===== config.mk =====
export PLATFORM = sky130hd
export DESIGN_NAME = fwd_scoreboard
export DESIGN_NICKNAME = d
export VERILOG_FILES = /design/src/rtl/fwd_scoreboard_pkg.sv /design/src/rtl/fwd_slot.sv /design/src/rtl/fwd_scoreboard.sv
export SDC_FILE = /design/constraint.sdc
export NUM_CORES = 1
export LEC_CHECK = 0
export CAP_MARGIN = 20
export CORE_AREA = 2 2 168 170
export CTS_BUF_LIST = sky130_fd_sc_hd__clkbuf_4
export CTS_CLUSTER_DIAMETER = 150
export DETAILED_ROUTE_END_ITERATION = 10
export DIE_AREA = 0 0 170 172
export GPL_TIMING_DRIVEN = 0
export HOLD_SLACK_MARGIN = 0.05
export SLEW_MARGIN = 20
export SYNTH_ARGS = -nofsm -noshare
export SYNTH_HDL_FRONTEND = slang
export SYNTH_HIERARCHICAL = 1
export SYNTH_SLANG_ARGS = --single-unit

===== constraint.sdc =====
create_clock -name clk -period 6 [get_ports clk]
set_input_delay 1.2 -clock clk [delete_from_list [all_inputs] [get_ports clk]]
set_output_delay 1.2 -clock clk [all_outputs]
set_load 0.02 [all_outputs]

===== src/rtl/fwd_scoreboard_pkg.sv =====
// fwd_scoreboard_pkg: shared constants for the forwarding scoreboard.
//   Tnew/Tuse constants (T0..T2), downstream slot indices (S_E, S_M, S_W)
//   and the default widths/sizes used by fwd_scoreboard and fwd_slot.
package fwd_scoreboard_pkg;

   localparam int unsigned DW_DEF      = 32;
   localparam int unsigned AW_DEF      = 5;
   localparam int unsigned TW_DEF      = 2;
   localparam int unsigned NUM_STG_DEF = 3;
   localparam int unsigned NUM_RD_DEF  = 4;

   // Tnew / Tuse values
   localparam int unsigned T0 = 0;
   localparam int unsigned T1 = 1;
   localparam int unsigned T2 = 2;

   // Slot index of each downstream stage
   localparam int unsigned S_E = 0;
   localparam int unsigned S_M = 1;
   localparam int unsigned S_W = 2;

endpackage


===== src/rtl/fwd_slot.sv =====
// fwd_slot: one tracked pipeline slot {v, addr, tnew}.
//   clk, reset (async, active-low)
//   load            : 1 = capture in_*, 0 = take a bubble (v = 0)
//   in_v/in_addr/in_tnew : candidate content (issue or previous slot)
//   rd_addr         : all read-port addresses, packed NUM_RD*AW
//   v/addr/tnew     : registered slot state
//   match           : per read port, slot valid and address equal (reg 0 excluded)
//   DEC = 1 decrements the incoming tnew (saturating at 0) on capture.
module fwd_slot
   import fwd_scoreboard_pkg::*;
#(
   parameter int unsigned AW     = AW_DEF,
   parameter int unsigned TW     = TW_DEF,
   parameter int unsigned NUM_RD = NUM_RD_DEF,
   parameter bit          DEC    = 1'b0
)(
   input  logic                 clk,
   input  logic                 reset,
   input  logic                 load,
   input  logic                 in_v,
   input  logic [AW-1:0]        in_addr,
   input  logic [TW-1:0]        in_tnew,
   input  logic [NUM_RD*AW-1:0] rd_addr,
   output logic                 v,
   output logic [AW-1:0]        addr,
   output logic [TW-1:0]        tnew,
   output logic [NUM_RD-1:0]    match
);

   logic [TW-1:0] tnew_nxt;

   always_comb begin
      tnew_nxt = in_tnew;
      if (DEC && (in_tnew != TW'(T0)))
         tnew_nxt = in_tnew - TW'(1);
   end

   always_ff @(posedge clk or negedge reset) begin
      if (!reset) begin
         v    <= 1'b0;
         addr <= '0;
         tnew <= '0;
      end else begin
         v    <= load & in_v;
         addr <= in_addr;
         tnew <= tnew_nxt;
      end
   end

   always_comb begin
      match = '0;
      for (int unsigned p = 0; p < NUM_RD; p++) begin
         match[p] = v && (addr == rd_addr[p*AW +: AW]) && (rd_addr[p*AW +: AW] != '0);
      end
   end

endmodule


===== src/rtl/fwd_scoreboard.sv =====
// fwd_scoreboard: in-flight destination tracker, D-stage stall and operand
// forwarding for NUM_RD read ports across NUM_STG downstream slots.
//   clk, reset (async, active-low)
//   iss_en/iss_wr/iss_addr/iss_tnew : instruction advancing D->E
//   stall_ext : external bubble request
//   stg_data  : result candidate per slot (slot 0 = E)
//   rd_addr/rd_stg/rd_tuse/rd_raw : per-port address, stage, Tuse, raw operand
//   rd_fwd    : resolved operand per port
//   rd_hit    : per port one-hot source slot, 0 = raw
//   stall     : freeze PC/D, bubble into E
//   stall_cnt : saturating count of stall cycles
module fwd_scoreboard
   import fwd_scoreboard_pkg::*;
#(
   parameter int unsigned DW      = DW_DEF,
   parameter int unsigned AW      = AW_DEF,
   parameter int unsigned TW      = TW_DEF,
   parameter int unsigned NUM_STG = NUM_STG_DEF,
   parameter int unsigned NUM_RD  = NUM_RD_DEF
)(
   input  logic                      clk,
   input  logic                      reset,
   input  logic                      iss_en,
   input  logic                      iss_wr,
   input  logic [AW-1:0]             iss_addr,
   input  logic [TW-1:0]             iss_tnew,
   input  logic                      stall_ext,
   input  logic [NUM_STG*DW-1:0]     stg_data,
   input  logic [NUM_RD*AW-1:0]      rd_addr,
   input  logic [NUM_RD*TW-1:0]      rd_stg,
   input  logic [NUM_RD*TW-1:0]      rd_tuse,
   input  logic [NUM_RD*DW-1:0]      rd_raw,
   output logic [NUM_RD*DW-1:0]      rd_fwd,
   output logic [NUM_RD*NUM_STG-1:0] rd_hit,
   output logic                      stall,
   output logic [15:0]               stall_cnt
);

   logic                slot_v     [NUM_STG];
   logic [AW-1:0]       slot_addr  [NUM_STG];
   logic [TW-1:0]       slot_tnew  [NUM_STG];
   logic [NUM_RD-1:0]   slot_match [NUM_STG];
   logic [NUM_RD-1:0]   port_stall;
   logic                issue;

   assign issue = iss_en & ~stall;

   for (genvar k = 0; k < NUM_STG; k++) begin : g_slot
      if (k == 0) begin : g_head
         fwd_slot #(.AW(AW), .TW(TW), .NUM_RD(NUM_RD), .DEC(1'b0)) u_slot (
            .clk     (clk),
            .reset   (reset),
            .load    (issue),
            .in_v    (iss_wr & (iss_addr != '0)),
            .in_addr (iss_addr),
            .in_tnew (iss_tnew),
            .rd_addr (rd_addr),
            .v       (slot_v[k]),
            .addr    (slot_addr[k]),
            .tnew    (slot_tnew[k]),
            .match   (slot_match[k])
         );
      end else begin : g_tail
         fwd_slot #(.AW(AW), .TW(TW), .NUM_RD(NUM_RD), .DEC(1'b1)) u_slot (
            .clk     (clk),
            .reset   (reset),
            .load    (1'b1),
            .in_v    (slot_v[k-1]),
            .in_addr (slot_addr[k-1]),
            .in_tnew (slot_tnew[k-1]),
            .rd_addr (rd_addr),
            .v       (slot_v[k]),
            .addr    (slot_addr[k]),
            .tnew    (slot_tnew[k]),
            .match   (slot_match[k])
         );
      end
   end

   for (genvar p = 0; p < NUM_RD; p++) begin : g_port
      logic [TW-1:0]      stg_p;
      logic [TW-1:0]      tuse_p;
      logic               taken;
      logic [TW-1:0]      sel_tnew;
      logic [DW-1:0]      fwd_p;
      logic [NUM_STG-1:0] hit_p;
      logic               stall_p;

      assign stg_p  = rd_stg[p*TW +: TW];
      assign tuse_p = rd_tuse[p*TW +: TW];

      // Youngest (lowest index) eligible match owns the port even when it is
      // not ready yet; older ready copies behind it are stale.
      always_comb begin
         taken    = 1'b0;
         sel_tnew = '0;
         fwd_p    = rd_raw[p*DW +: DW];
         hit_p    = '0;
         for (int unsigned k = 0; k < NUM_STG; k++) begin
            if (!taken && slot_match[k][p] && (k >= 32'(stg_p))) begin
               taken    = 1'b1;
               sel_tnew = slot_tnew[k];
               if (slot_tnew[k] == TW'(T0)) begin
                  fwd_p    = stg_data[k*DW +: DW];
                  hit_p[k] = 1'b1;
               end
            end
         end
         stall_p = taken && (stg_p == '0) && (sel_tnew > tuse_p);
      end

      assign rd_fwd[p*DW +: DW]           = fwd_p;
      assign rd_hit[p*NUM_STG +: NUM_STG] = hit_p;
      assign port_stall[p]                = stall_p;
   end

   assign stall = stall_ext | (|port_stall);

   always_ff @(posedge clk or negedge reset) begin
      if (!reset)
         stall_cnt <= '0;
      else if (stall && (stall_cnt != '1))
         stall_cnt <= stall_cnt + 16'd1;
   end

endmodule


# After elaboration in Yosys (flattened, before gate mapping)
# Cells that the tools add are included.
# word_totals
register_bits	40
latch_bits	0
ram_bits	0
romBits	0
in_bits	272
output_inout_bits	157
elab_cells	188
mem_count	0
# op_classes
n_addsub	3
mul	0
div	0
order_cmp	16
n_eq_ne	13
shifts	0
muxes	65
bitwise	5
n_reduce_logical	76
# op_table
operator	count
$mux W32	24
$eq A5 B5 Y1	12
$logic_and A1 B1 Y1	53
$mux W2	14
$mux W1	27
$reduce_bool A5 Y1	5
$add A16 B1 Y16 const B	1
$ge A1 B2 Y1 const A	8
$ne A16 B16 Y1 const B	1
$logic_not A2 Y1	7
$ge A2 B2 Y1 const A	4
$gt A2 B2 Y1	4
$logic_not A1 Y1	8
$reduce_bool A2 Y1	2
$reduce_or A4 Y1	1
$sub A2 B1 Y2 const B	2
$and A1 B1 Y1	3
$not A1 Y1	1
$or A1 B1 Y1	1

# Logic depth before layout (Yosys ltp)
# logic_depth
ltp_word	20
depth_mapped	17
depth_no_buf	15

# Hierarchy
# Netlist, hierarchy kept.
# by_module_without_submodules
mod	n_inst	cells_per_inst	area_each_um2	seq_area_each_um2
fwd_scoreboard	1	911	5378.9	400.4
fwd_slot	3	52	529.3	200.2

# Worst setup path after synthesis
# Ideal clock, no wire load.
# synth_timing
path_type	input-to-output
from	in rd_addr[19]
to	out stall
arrival_ns	3.825
required_time_ns	4.800
setup_slack_ns	0.975
stages	14
path_buffers	1
cell_sequence	or3_1 > a211oi_2 > nor2b_1 > nor3_1 > o21a_1 > nand2_1 > o21ai_0 > ha_1 > nor2b_1 > o211ai_1 > a21oi_1 > a2111oi_4 > buf_4 > inv_1
# synth_lines
item	line	text
start, declared	fwd_scoreboard.sv:29	input logic [NUM_RD*AW-1:0] rd_addr,
end, declared	fwd_scoreboard.sv:35	output logic stall,

==> flow_summary.json <==
{
  "status": "completed",
  "cts_buffer_depth": 2,
  "rrSetupSlack_ps": 2190,
  "cts_tree": "done",
  "seqCellArea_mm2": 0.00100,
  "grt.total_usage": 0.267,
  "tns_ps": 0,
  "holdBufCountCts": 0,
  "clock_latency_ps": 340,
  "p_per_area_mw_per_mm2": 101,
  "setup_viol": 0,
  "place_area_mm2": 0.0117,
  "worst-path-buf-inv": 4,
  "grt_pass1_vias": 9606,
  "fin_skew_ps": 14.7,
  "max-cap-violations": 0,
  "groute.layer.met2.usage": 0.452,
  "hold_viol_final": 0,
  "fp.dieW_um": 170,
  "whs_ps": 386,
  "netlist_area_mm2": 0.00697,
  "dr_total_vias": 9893,
  "ant_nets": 0,
  "die_h_um": 172,
  "post-dp-hpwl_mm": 33.0,
  "tightest_slew_ps": 773,
  "cts_buffers": 5,
  "fillers": 2842,
  "path_cells": "clkdlybuf4s50_1 > xnor2_1 > nand3_1 > a211oi_4 > nor2b_4 > nor3_1 > o21a_1 > nand2_1 > o21ai_0 > ha_1 > nor2b_1 > o211ai_1 > a21oi_1 > a2111oi_4 > buf_6 > inv_1 > dlygate4sd2_1",
  "syn_to_final_growth_pct": 73.1,
  "hp-class": "reg -> reg",
  "seq_area_frac_synth": 0.144,
  "holdPathStages": 0,
  "drive_gt1_frac": 0.0781,
  "critical_path_depth": 17,
  "final.min_clock_period_ps": 5830,
  "die-area_mm2": 0.0292,
  "synth_cell_types": 48,
  "path_delay_family": "compound AO/OA/AOI/OAI gates",
  "drv_slew": 0,
  "clock.fmax_mhz": 172,
  "period_share": 0.971,
  "via_per_inst": 5.30,
  "yosys_warnings": 6,
  "ys_ff_latch": 40,
  "cts_root_buf": "clkbuf_4",
  "drc": 0,
  "cts.sinks": 40,
  "ios": 429,
  "worst-path-max-fanout": 8,
  "r2r_cells": 15,
  "irDropWorstVdd_mv": 0.203,
  "grt_pass1_wl_mm": 59.6,
  "slew_headroom": 0.484,
  "final_cell_area_mm2": 0.0121,
  "nets": 1790,
  "antenna_found_initial": 13,
  "postLayoutSetupSlackWorst_ps": 171,
  "dp_worst_setup_slack_ps": -604,
  "cp.arrival_ps": 4630,
  "multi_input_area_mm2": 0.00562,
  "crit_path_end_kind": "output pin",
  "grt_max_degree": 24,
  "grt_overflow": 0,
  "firstDrtPassIters": 6,
  "clk_pin_slew_worst_paths_ps": 110,
  "grt_busiest_layer": "met2",
  "gp_congestion": 0.979,
  "detail_route.wl_per_cell_um": 22.5,
  "numPortBuffers": 427,
  "met3_usage": 0.0494,
  "cp.required_ps": 4800,
  "avgSynthCellArea_um2": 6.53,
  "cp_slowest_cell": "clkdlybuf4s50_1",
  "final_common_cell": "clkdlybuf4s50_1",
  "use_met1": 0.334,
  "row_count": 61,
  "core_area_mm2": 0.0275,
  "start_kind": "primary input",
  "synthCells": 1067,
  "drt-initial-drc-count": 809,
  "max_stage_delay_ps": 590,
  "power_leakage_nw": 5.28,
  "crit_type": "in -> out",
  "start_util": 0.254,
  "final_cell_mix": "clkdlybuf4s50_1, nand2_1, nor2_1",
  "wl_mm": 42.1,
  "htreeDepth": 2
}
[path summary, 6_finish.rpt]
check,from,endpoint
worst max-delay path,rd_addr[18],stall
worst max register to register,g_slot[0].g_head.u_slot/addr[4]$_DFF_PN0_,stall_cnt[1]$_DFFE_PN0P_
worst min-delay path,g_slot[1].g_tail.u_slot/addr[0]$_DFF_PN0_,g_slot[2].g_tail.u_slot/addr[0]$_DFF_PN0_
worst min register to register,g_slot[1].g_tail.u_slot/addr[0]$_DFF_PN0_,g_slot[2].g_tail.u_slot/addr[0]$_DFF_PN0_
max in group asynchronous,reset,stall_cnt[14]$_DFFE_PN0P_
min in group asynchronous,reset,stall_cnt[9]$_DFFE_PN0P_
[cells in the mapped netlist, drive strengths merged]
cell	count	area (um2)
and4	4	35.0
nor2b	14	87.6
a2bb2oi	1	8.76
o22ai	1	6.26
xor2	33	289
dfrtp	40	1000
mux2	2	22.5
conb	1	3.75
or4	1	7.51
o31ai	2	42.5
a211oi	5	47.5
and2	6	37.5
o21a	4	30.0
mux2i	128	1280
nand2b	6	37.5
nor3	9	45.0
and3	6	37.5
nor2	147	552
buf	44	246
nand2	157	589
nor4b	5	43.8
ha	9	113
nor3b	4	30.0
clkbuf	42	158
nand4b	3	26.3
nor4	13	109
a21oi	147	736
nand4	4	25.0
inv	16	60.1
o21bai	4	30.0
a2111oi	2	42.5
o21ai	141	706
xnor2	33	289
nand3	22	110
or3	5	41.3
o211ai	2	15.0
or2	4	25.0
[per-layer routing]
metal  routed length, um  up-vias
li1                    -     4585
met1               16600     4622
met2               20100      583
met3                3810       97
met4                1520        6
met5                  33        -
[repair_timing]
item,4_1_cts,5_1_grt
setup endpoints to repair,125,117
pin swaps,3,6
setup buffers,4,5
resized for setup,43,49
[where the power goes]
part           leakage [nW]  total [mW]  internal [mW]  switching, mW
clock network        0.0403       0.172         0.0851         0.0872
registers             0.500       0.340          0.299         0.0414
logic                  4.74       0.702          0.373          0.329
[state kept, by name, summed over array words and instances, names as in the netlist]
register	cells
stall_cnt	16
g_slot.g_tail.u_slot/addr	10
g_slot.g_head.u_slot/addr	5
g_slot.g_tail.u_slot/tnew	4
g_slot.g_head.u_slot/tnew	2
g_slot.g_tail.u_slot/v	2
g_slot.g_head.u_slot/v	1
[area by class of cell]
| type | instances | area share |
|---|---|---|
| clock inverter | 3 | 0.00311 |
| clock buffer | 5 | 0.00311 |
| inverter | 16 | 0.00498 |
| buffer | 83 | 0.0370 |
| tap | 346 | 0.0359 |
| sequential | 40 | 0.0830 |
| antenna | 12 | 0.00249 |
| multi-input combinational | 926 | 0.466 |
| timing repair buffer | 437 | 0.365 |
[logic make-up after synthesis]
logic type | share of synthesized area
adders and majority gates | 0.0162
other | 0.000538
DFF | 0.144
xor gates and xnor gates | 0.0830
AOI/OAI and AO/OA | 0.239
buffers and inverters | 0.0666
muxes | 0.187
and+or+nand+nor | 0.264
[stage by stage]
| step | util | power (mW) | cells |
|---|---|---|---|
| after floorplan | - | 0.606 | 1068 |
| after global placement | 0.425 | 1.03 | 1841 |
| final | 0.439 | 1.21 | 1868 |
| after global routing | 0.439 | 1.28 | 1866 |
| after detailed placement | 0.426 | 1.03 | 1842 |
| after CTS | 0.433 | 1.21 | 1852 |
No activity file was read; power rests on OpenSTA's default activity.
